### config.mk
export PLATFORM = sky130hd
export DESIGN_NAME = mac_sequencer
export DESIGN_NICKNAME = d
export VERILOG_FILES = /design/src/rtl/mac_sequencer_pkg.sv /design/src/rtl/mac_sequencer_vld_shift.sv /design/src/rtl/mac_sequencer.sv
export SDC_FILE = /design/constraint.sdc
export NUM_CORES = 1
export LEC_CHECK = 0
export ABC_AREA = 1
export BUFFER_PORTS_ARGS = -buffer_cell sky130_fd_sc_hd__clkbuf_2
export CAP_MARGIN = 5
export CORE_UTILIZATION = 49
export DETAILED_ROUTE_END_ITERATION = 6
export GPL_TIMING_DRIVEN = 0
export PLACE_DENSITY = 0.78
export SYNTH_ARGS = -nofsm -noshare
export SYNTH_HDL_FRONTEND = slang
export SYNTH_SLANG_ARGS = --single-unit
### constraint.sdc
create_clock -name clk_i -period 1.4 [get_ports clk_i]
set_input_delay 0.28 -clock clk_i [delete_from_list [all_inputs] [get_ports clk_i]]
set_output_delay 0.28 -clock clk_i [all_outputs]
set_load 0.01 [all_outputs]
### src/rtl/mac_sequencer_pkg.sv
// Shared accumulator package: sequencer state encoding and the default
// frame geometry used by the MAC accumulate path.
package mac_sequencer_pkg;

  // Default number of product terms per accumulation frame.
  localparam int K_DEF       = 9;
  // Default width of the valid delay vector (frame bit plus pipeline bits).
  localparam int DEPTH_DEF   = 12;
  // Default settle cycles between acc_rdy_i and a valid result.
  localparam int POST_DEF    = 2;
  // Default number of cycles allowed in DRAIN before the frame is dropped.
  localparam int TIMEOUT_DEF = 64;

  typedef enum logic [2:0] {
    ST_IDLE,
    ST_LOAD,
    ST_DRAIN,
    ST_POSTW,
    ST_DONE,
    ST_CLEAR
  } state_t;

  // The frame bit is high for every state that holds an open frame.
  function automatic logic in_frame(input state_t s);
    return (s == ST_LOAD) || (s == ST_DRAIN) || (s == ST_POSTW) || (s == ST_DONE);
  endfunction

endpackage

### src/rtl/mac_sequencer_vld_shift.sv
// Valid pipeline shift register: tracks which multiplier stages hold a live
// product. A synchronous clear empties the pipe in one cycle.
module vld_shift #(
  parameter int W = 11
) (
  input  logic         clk_i,
  input  logic         rstn,
  input  logic         clr,
  input  logic         din,
  output logic [W-1:0] q
);

  // Shift one new valid bit in per cycle; clear wins over shifting.
  always_ff @(posedge clk_i or negedge rstn) begin
    if (!rstn) begin
      q <= '0;
    end else if (clr) begin
      q <= '0;
    end else begin
      q <= {q[W-2:0], din};
    end
  end

endmodule

### src/rtl/mac_sequencer.sv
// MAC frame sequencer: accepts K operand pairs per frame, drives the valid
// delay vector of the accumulate datapath, waits for the accumulator, then
// hands the result over and clears the datapath before the next frame.
module mac_sequencer
  import mac_sequencer_pkg::*;
#(
  parameter int K       = K_DEF,
  parameter int DEPTH   = DEPTH_DEF,
  parameter int POST    = POST_DEF,
  parameter int TIMEOUT = TIMEOUT_DEF
) (
  input  logic                 clk_i,
  input  logic                 rstn,
  input  logic                 start_i,
  input  logic                 abort_i,
  input  logic                 in_valid_i,
  output logic                 in_ready_o,
  input  logic                 acc_rdy_i,
  output logic                 out_valid_o,
  input  logic                 out_ready_i,
  output logic [DEPTH-1:0]     vld_d_o,
  output logic [$clog2(K):0]   cnt_o,
  output logic                 busy_o,
  output logic                 err_o
);

  localparam int CW   = $clog2(K) + 1;
  localparam int TMAX = (TIMEOUT > POST) ? TIMEOUT : POST;
  localparam int TW   = $clog2(TMAX) + 1;

  state_t           state;
  state_t           next_state;
  logic [CW-1:0]    cnt;
  logic [TW-1:0]    tmr;
  logic             err;
  logic             cnt_full;
  logic             ready;
  logic             fire;
  logic             timeout_hit;
  logic             going_clear;
  logic [DEPTH-2:0] shift_q;

  // Handshake terms: accept only in LOAD and only until K terms are in.
  always_comb begin
    cnt_full    = (cnt == CW'(K));
    ready       = (state == ST_LOAD) && !cnt_full;
    fire        = in_valid_i && ready;
    going_clear = (next_state == ST_CLEAR);
  end

  // Next-state logic; abort outranks fire, acc_rdy_i and out_ready_i.
  always_comb begin
    next_state  = state;
    timeout_hit = 1'b0;
    case (state)
      ST_IDLE: begin
        if (start_i) next_state = ST_LOAD;
      end
      ST_LOAD: begin
        if (abort_i)                            next_state = ST_CLEAR;
        else if (fire && (cnt == CW'(K - 1)))   next_state = ST_DRAIN;
      end
      ST_DRAIN: begin
        if (abort_i) begin
          next_state = ST_CLEAR;
        end else if (acc_rdy_i) begin
          next_state = ST_POSTW;
        end else if (tmr == TW'(TIMEOUT - 1)) begin
          next_state  = ST_CLEAR;
          timeout_hit = 1'b1;
        end
      end
      ST_POSTW: begin
        if (abort_i)                     next_state = ST_CLEAR;
        else if (tmr == TW'(POST - 1))   next_state = ST_DONE;
      end
      ST_DONE: begin
        if (abort_i || out_ready_i) next_state = ST_CLEAR;
      end
      ST_CLEAR: begin
        next_state = ST_IDLE;
      end
      default: begin
        next_state = ST_IDLE;
      end
    endcase
  end

  // State register.
  always_ff @(posedge clk_i or negedge rstn) begin
    if (!rstn) state <= ST_IDLE;
    else       state <= next_state;
  end

  // Term counter: zero for the whole CLEAR cycle, saturates at K.
  always_ff @(posedge clk_i or negedge rstn) begin
    if (!rstn) begin
      cnt <= '0;
    end else if (going_clear || (state == ST_CLEAR)) begin
      cnt <= '0;
    end else if (fire && !cnt_full) begin
      cnt <= cnt + CW'(1);
    end
  end

  // Shared DRAIN/POSTW cycle counter, restarted on every state change.
  always_ff @(posedge clk_i or negedge rstn) begin
    if (!rstn) begin
      tmr <= '0;
    end else if (next_state != state) begin
      tmr <= '0;
    end else if ((state == ST_DRAIN) || (state == ST_POSTW)) begin
      tmr <= tmr + TW'(1);
    end
  end

  // Sticky timeout flag, cleared by the start that opens the next frame.
  always_ff @(posedge clk_i or negedge rstn) begin
    if (!rstn) begin
      err <= 1'b0;
    end else if ((state == ST_IDLE) && start_i) begin
      err <= 1'b0;
    end else if (timeout_hit) begin
      err <= 1'b1;
    end
  end

  vld_shift #(
    .W (DEPTH - 1)
  ) u_vld_shift (
    .clk_i (clk_i),
    .rstn  (rstn),
    .clr   (going_clear),
    .din   (fire),
    .q     (shift_q)
  );

  // Output mapping; every output derives from registered state only.
  always_comb begin
    vld_d_o     = {in_frame(state), shift_q};
    in_ready_o  = ready;
    out_valid_o = (state == ST_DONE);
    busy_o      = (state != ST_IDLE);
    cnt_o       = cnt;
    err_o       = err;
  end

endmodule

Word level (Yosys, flattened, before mapping):

Cells that the tools add are included.

* reductions and logical operators: 17
* $add $sub $neg: 2
* muxes and demuxes: 21
* eq/ne operators: 11

Operators with widths (number)
* 2-to-1 mux 3 bit: 9
* one-hot mux 3 bit (5 select lines): 1
* 2-to-1 mux 7 bit: 2
* 2-to-1 mux 11 bit: 1
* == test 5 x 4 -> 1 bit, second input constant: 2
* 2-to-1 mux 5 bit: 2
* == test 3 bit, second input constant: 3
* adder 7 x 1 -> 7 bit, second input constant: 1
* == test 7 x 1 -> 1 bit, second input constant: 1
* == test 7 x 6 -> 1 bit, second input constant: 1
* == test 3 x 2 -> 1 bit, second input constant: 2
* logical OR 1 bit: 6
* 2-to-1 mux 1 bit: 6
* nonzero test 2 bit: 3
* adder 5 x 1 -> 5 bit, second input constant: 1
* logical AND 1 bit: 5
* == test 3 x 1 -> 1 bit, second input constant: 1
* logical NOT 3 bit: 1
* != test 3 bit: 1
* nonzero test 3 bit: 1
* logical NOT 1 bit: 1

* register bits after elaboration: 27
* input bits: 7

Depth between registers and ports, before layout:

* word-level depth: 11
* mapped depth: 14
* gate-level depth less buffers: 14

Modules after synthesis:

From an unflattened synthesis, not the netlist that was laid out.

* cells, all modules: 176
* area total of the unflattened synthesis: 1425.1 sq um

Modules (own cells, without submodules)
* mac_sequencer: area each 1056.0 sq um, instances 1, cells each 142
* vld_shift: area each 369.1 sq um, instances 1, cells each 34

Least setup slack after synthesis:

Ideal clock, no wire load.

* kind: register -> register
* start: reg cnt[1], in the netlist cnt_o[1]
* end: reg tmr[1]
* setup time: 0.121 ns
* path slack: -0.203 ns
* stages on the path, launching flop included: 13
* data arrival time: 1.482 ns
* period minus slack after synthesis: 1.603 ns
* path buffers: 0
* required time: 1.279 ns
* path through: dfrtp_1 > inv_1 > ha_1 > inv_1 > nor2_1 > a21oi_2 > nand4_1 > nand2_1 > nand2_2 > nand2_1 > nand2_1 > nand2_2 > nor2_1

* longest elaborated chain between the ends: 10
* elaborated cells on any way between the ends: 12
* classes of those cells: eq/ne: 3; mux: 4; reduce/logical: 5

RTL lines
* from (decl): RTL line mac_sequencer.sv:33 `logic [CW-1:0] cnt;`
* from (signal assigned): RTL line mac_sequencer.sv:102 `cnt <= cnt + CW'(1);`
* == test 5 x 4 -> 1 bit *: RTL line mac_sequencer.sv:45 `cnt_full = (cnt == CW'(K));`
* logical NOT 1 bit *: RTL line mac_sequencer.sv:46 `ready = (state == ST_LOAD) && !cnt_full;`
* logical AND 1 bit *: RTL line mac_sequencer.sv:46
* named net in_ready_o: RTL line mac_sequencer.sv:17 `output logic in_ready_o,`
* logical AND 1 bit *: RTL line mac_sequencer.sv:47 `fire = in_valid_i && ready;`
* logical AND 1 bit *: RTL line mac_sequencer.sv:61 `else if (fire && (cnt == CW'(K - 1))) next_state = ST_DRAIN;`
* 2-to-1 mux 3 bit *: RTL line mac_sequencer.sv:61
* 2-to-1 mux 3 bit *: RTL line mac_sequencer.sv:60 `if (abort_i) next_state = ST_CLEAR;`
* one-hot mux 3 bit (5 select lines) *: RTL line mac_sequencer.sv:55 `case (state)`
* named net next_state[0]: RTL line mac_sequencer.sv:32 `state_t next_state;`
* != test 3 bit *: RTL line mac_sequencer.sv:110 `end else if (next_state != state) begin`
* 2-to-1 mux 7 bit / nonzero test 2 bit (equally long branches)
* to (signal assigned): RTL line mac_sequencer.sv:113 `tmr <= tmr + TW'(1);`
* to (decl): RTL line mac_sequencer.sv:34 `logic [TW-1:0] tmr;`

Mark *: on every way through the listed nets, which the timed path passes. The rest lies on a longest branch.
A chain may end at the register's enable or synchronous reset.

Final worst setup path:

* start: reg tmr[1]
* end: reg u_vld_shift.q[6]

* longest elaborated chain between the ends: 7
* elaborated cells on any way between the ends: 10
* classes of those cells: eq/ne: 3; mux: 7

RTL lines
* == test 7 x 6 -> 1 bit: RTL line mac_sequencer.sv:68 `end else if (tmr == TW'(TIMEOUT - 1)) begin`
* 2-to-1 mux 3 bit: RTL line mac_sequencer.sv:68
* 2-to-1 mux 3 bit: RTL line mac_sequencer.sv:66 `end else if (acc_rdy_i) begin`
* 2-to-1 mux 3 bit: RTL line mac_sequencer.sv:64 `if (abort_i) begin`
* one-hot mux 3 bit (5 select lines) *: RTL line mac_sequencer.sv:55
* named net next_state[0]: RTL line mac_sequencer.sv:32
* == test 3 bit *: RTL line mac_sequencer.sv:48 `going_clear = (next_state == ST_CLEAR);`
* 2-to-1 mux 11 bit *: RTL line mac_sequencer_vld_shift.sv:17 `end else if (clr) begin`
* to (signal assigned): RTL line mac_sequencer_vld_shift.sv:20 `q <= {q[W-2:0], din};`
* to (decl): RTL line mac_sequencer_vld_shift.sv:10 `output logic [W-1:0] q`

Marked as above.

==> results by group <==
Outcome
  – Status: complete, but fails checks
  – Failing checks: setup timing

Worst setup path
  – Slowest CP cell: dfrtp_1
  – CP max FO: 5
  – Crit path buffers/inverters: 4
  – Critical Path End Type: flip-flop
  – CP startpoint kind: flip-flop
  – Crit Path Category: flip-flop to flip-flop
  – Critical Path, Cell by Cell: inv_1, ha_2, inv_2, nor2_2, nand3_2, nand2_2, nand3_2, nor2_4, nand2_4, nand2_4, inv_4, buf_8, nor2_4
  – Max incr delay on CP: 0.43 ns
  – Worst Path Required: 1.70 ns
  – Family with the most delay on the worst path: simple AND/OR/NAND/NOR gates
  – WP data arrival: approximately 2 ns

Die
  – Die height: 56.2 um
  – DIE WIDTH: 56.2 um
  – Ports: 28
  – Starting density of the core: 52.2%
  – Die area: 3160 um2
  – Core Rows: 19
  – Core area: 2760 um2

Flow run
  – Max-Cap Viols: 0

Drt
  – Antenna Nets Post-Route: 0
  – DRC errors left: 0
  – Drt via density: 5.05
  – Starting DRT DRC Count: 33
  – DRT Pass-1 Iters: 4
  – DRT Wirelength: approximately 3.5 mm
  – Routed len/inst: approximately 13 um
  – Vias: 1328

STA
  – Slew headroom: 54.9%
  – Min Tclk post-route: 1.72 ns
  – RSZ-0062 raised after global routing: true
  – Worst slew pin tran: 0.676 ns
  – Worst Skew: 0.0108 ns
  – Final period util: 123%
  – Worst setup margin: -0.320 ns
  – Slew Limit Fails: 0
  – F_max: just under 600 MHz
  – Final setup violation count: 30
  – Final count of hold timing violations: 0

Logic synthesis
  – Yosys warnings: 0
  – Ranking of synthesized cells by area: dfrtp_1 47%, nor2_1 9.1%, inv_1 7.0%
  – Post-synth top area share: 47.0%
  – Syn Area/Cell: 8.18 um2
  – Sequential-to-total area share from yosys stat: 47.0%
  – Synth unique cells: 25
  – Net count after synthesis: between 150 and 200
  – Largest area contributor in the synthesized netlist: dfrtp_1
  – Synth Register Bits: 27
  – Gate Count Post-Synth: 176
  – Synth Cell Area: 1440 um2

Placement
  – Dpl ws: -0.296 ns
  – Routability cong.: 0.847
  – Dpl cell area: 1630 um2
  – IO buf count: 27
  – HPWL Detailed: around 2.0 mm
  – Post-Place Cells: 234

CTS
  – Worst-Skew Late Latency: 0.35 ns
  – Cts bufs inserted: 3
  – Clock sink total: 27
  – Clk buf depth: 2
  – Root Buffer: clkbuf_4
  – Htree depth: 1
  – CTS tree: built
  – Clock-pin slew on the worst setup and hold paths: ~0.17 ns

Global routing
  – Gr ovfl total: 0
  – Vias in the first global route: 1278
  – Initial antenna violation count: 0
  – GRT Overall Usage: 22.1%
  – Global-route wire length before repair: roughly 5.4 mm
  – Pin count of the biggest net entering global routing: 28

Power and ir drop
  – PD cells: 1820 nW/um2
  – VDD IR max: about 1.5 mV
  – Leakage: 1.05 nW

Min path
  – Worst hold path class: input pin to flip-flop

Layout
  – Fin cells: 263
  – Synth-to-Final Area Change: 46.0%
  – Fin util: 76.2%
  – Diodes inserted: 0
  – Nets: around 250
  – Ratio of cells with drive above 1 in the final layout: between 50% and 60%
  – Final Instance Area: about 2100 um2
## cell type report
class | count | area, um2
buffer | 2 | 20.0
clock buffer | 3 | 22.5
clock inverter | 1 | 8.76
fill | 196 | 657
inverter | 31 | 124
multi-input combinational | 116 | 843
sequential | 27 | 681
tap | 31 | 38.8
timing repair buffer | 52 | 363
## worst register-to-register path, stage by stage (launching register included)
cell and delay, ns:
dfrtp_1 0.43, inv_1 0.07, ha_2 0.17, inv_2 0.04, nor2_2 0.11, nand3_2 0.09, nand2_2 0.09, nand3_2 0.08
nor2_4 0.14, nand2_4 0.09, nand2_4 0.11, inv_4 0.06, buf_8 0.14, nor2_4 0.09
## synthesized netlist by cell type
cell	number
a21oi_2	1
nor2_2	6
nor2_1	35
nand3_2	2
nand2_4	1
nor3_1	1
ha_1	5
o21ai_0	2
a21oi_1	1
o21ai_2	1
xor2_1	9
buf_6	1
nand4_1	4
inv_2	4
and3_1	1
a32o_1	1
nand2_2	4
buf_2	1
xnor2_1	1
nand3_1	12
a21boi_0	1
dfrtp_1	27
o31ai_1	1
nand2_1	27
inv_1	27
## state kept, by name, indices dropped and copies added (netlist names)
| signal | count |
|---|---|
| cnt_o | 5 |
| state | 3 |
| tmr | 7 |
| u_vld_shift.q | 11 |
| err_o | 1 |
## report_power, final
part           total [mW]  leakage (nW)  switching [mW]  internal [mW]
combinational        2.33         0.672            1.31           1.02
clock               0.382        0.0183           0.265          0.117
sequential           1.10         0.362           0.141          0.962
## logic make-up (layout without fill, tap and decap cells)
kind of cell	count (synthesis)	in the layout	share of synthesized area (%)
DFF	27	27	47.0
and+or+nand+nor	93	93	29.4
AOI/OAI and AO/OA	8	8	4.00
buffers and inverters	33	89	9.22
adders and majority gates	5	5	4.35
xor gates and xnor gates	10	10	6.09
## path summary, 6_finish.rpt
path / to / slack, ns / depth (start not counted) / start
setup / recovery: u_vld_shift.q[6] / -0.32 / 13 / tmr[1]
hold / removal: state[1] / 0.24 / 3 / in_valid_i
setup reg to reg: u_vld_shift.q[6] / -0.32 / 13 / tmr[1]
hold reg to reg: err_o / 0.52 / 1 / err_o
max in group asynchronous: state[1] / 0.44 / 2 / rstn
min in group asynchronous: tmr[4] / 0.47 / 2 / rstn
## what timing repair did
item                                    4_1_cts  5_1_grt
hold buffers                                  1        0
cloned                                        1        0
hold endpoints to repair                     27        0
gates resized for setup                      33       43
endpoints found under the setup margin       29       31
buffers inserted                             19        4
pin swaps                                    14       17
## layer usage
metal / track usage, % / vias to the layer above / wire length, um
li1: - / 651 / -
met5: 0 / - / 0
met2: 40.5 / 40 / 1890
met4: 9.06 / 0 / 45
met1: 24.7 / 631 / 1420
met3: 4.42 / 6 / 152
## per-stage QoR
step	hold WS [ns]	setup TNS [ns]	power, mW
after floorplan	-0.0156	-3.48	2.03
final	0.239	-7.44	3.82
after CTS	0.223	-6.00	3.44
after detailed placement	0.345	-5.76	2.45
after global routing	0.258	-10.11	4.05
after global placement	0.341	-5.61	2.42
## placed cells by master (no fill, tap or decap), types with 7 or more instances in the layout
master,instances
xor2_1,9
nand2_1,19
nor2_4,11
buf_4,20
nor2_1,16
nand2_2,7
clkbuf_2,24
inv_1,22
nand3_1,8
dfrtp_1,23
nor2_2,14
(Power assumes the default switching activity.)
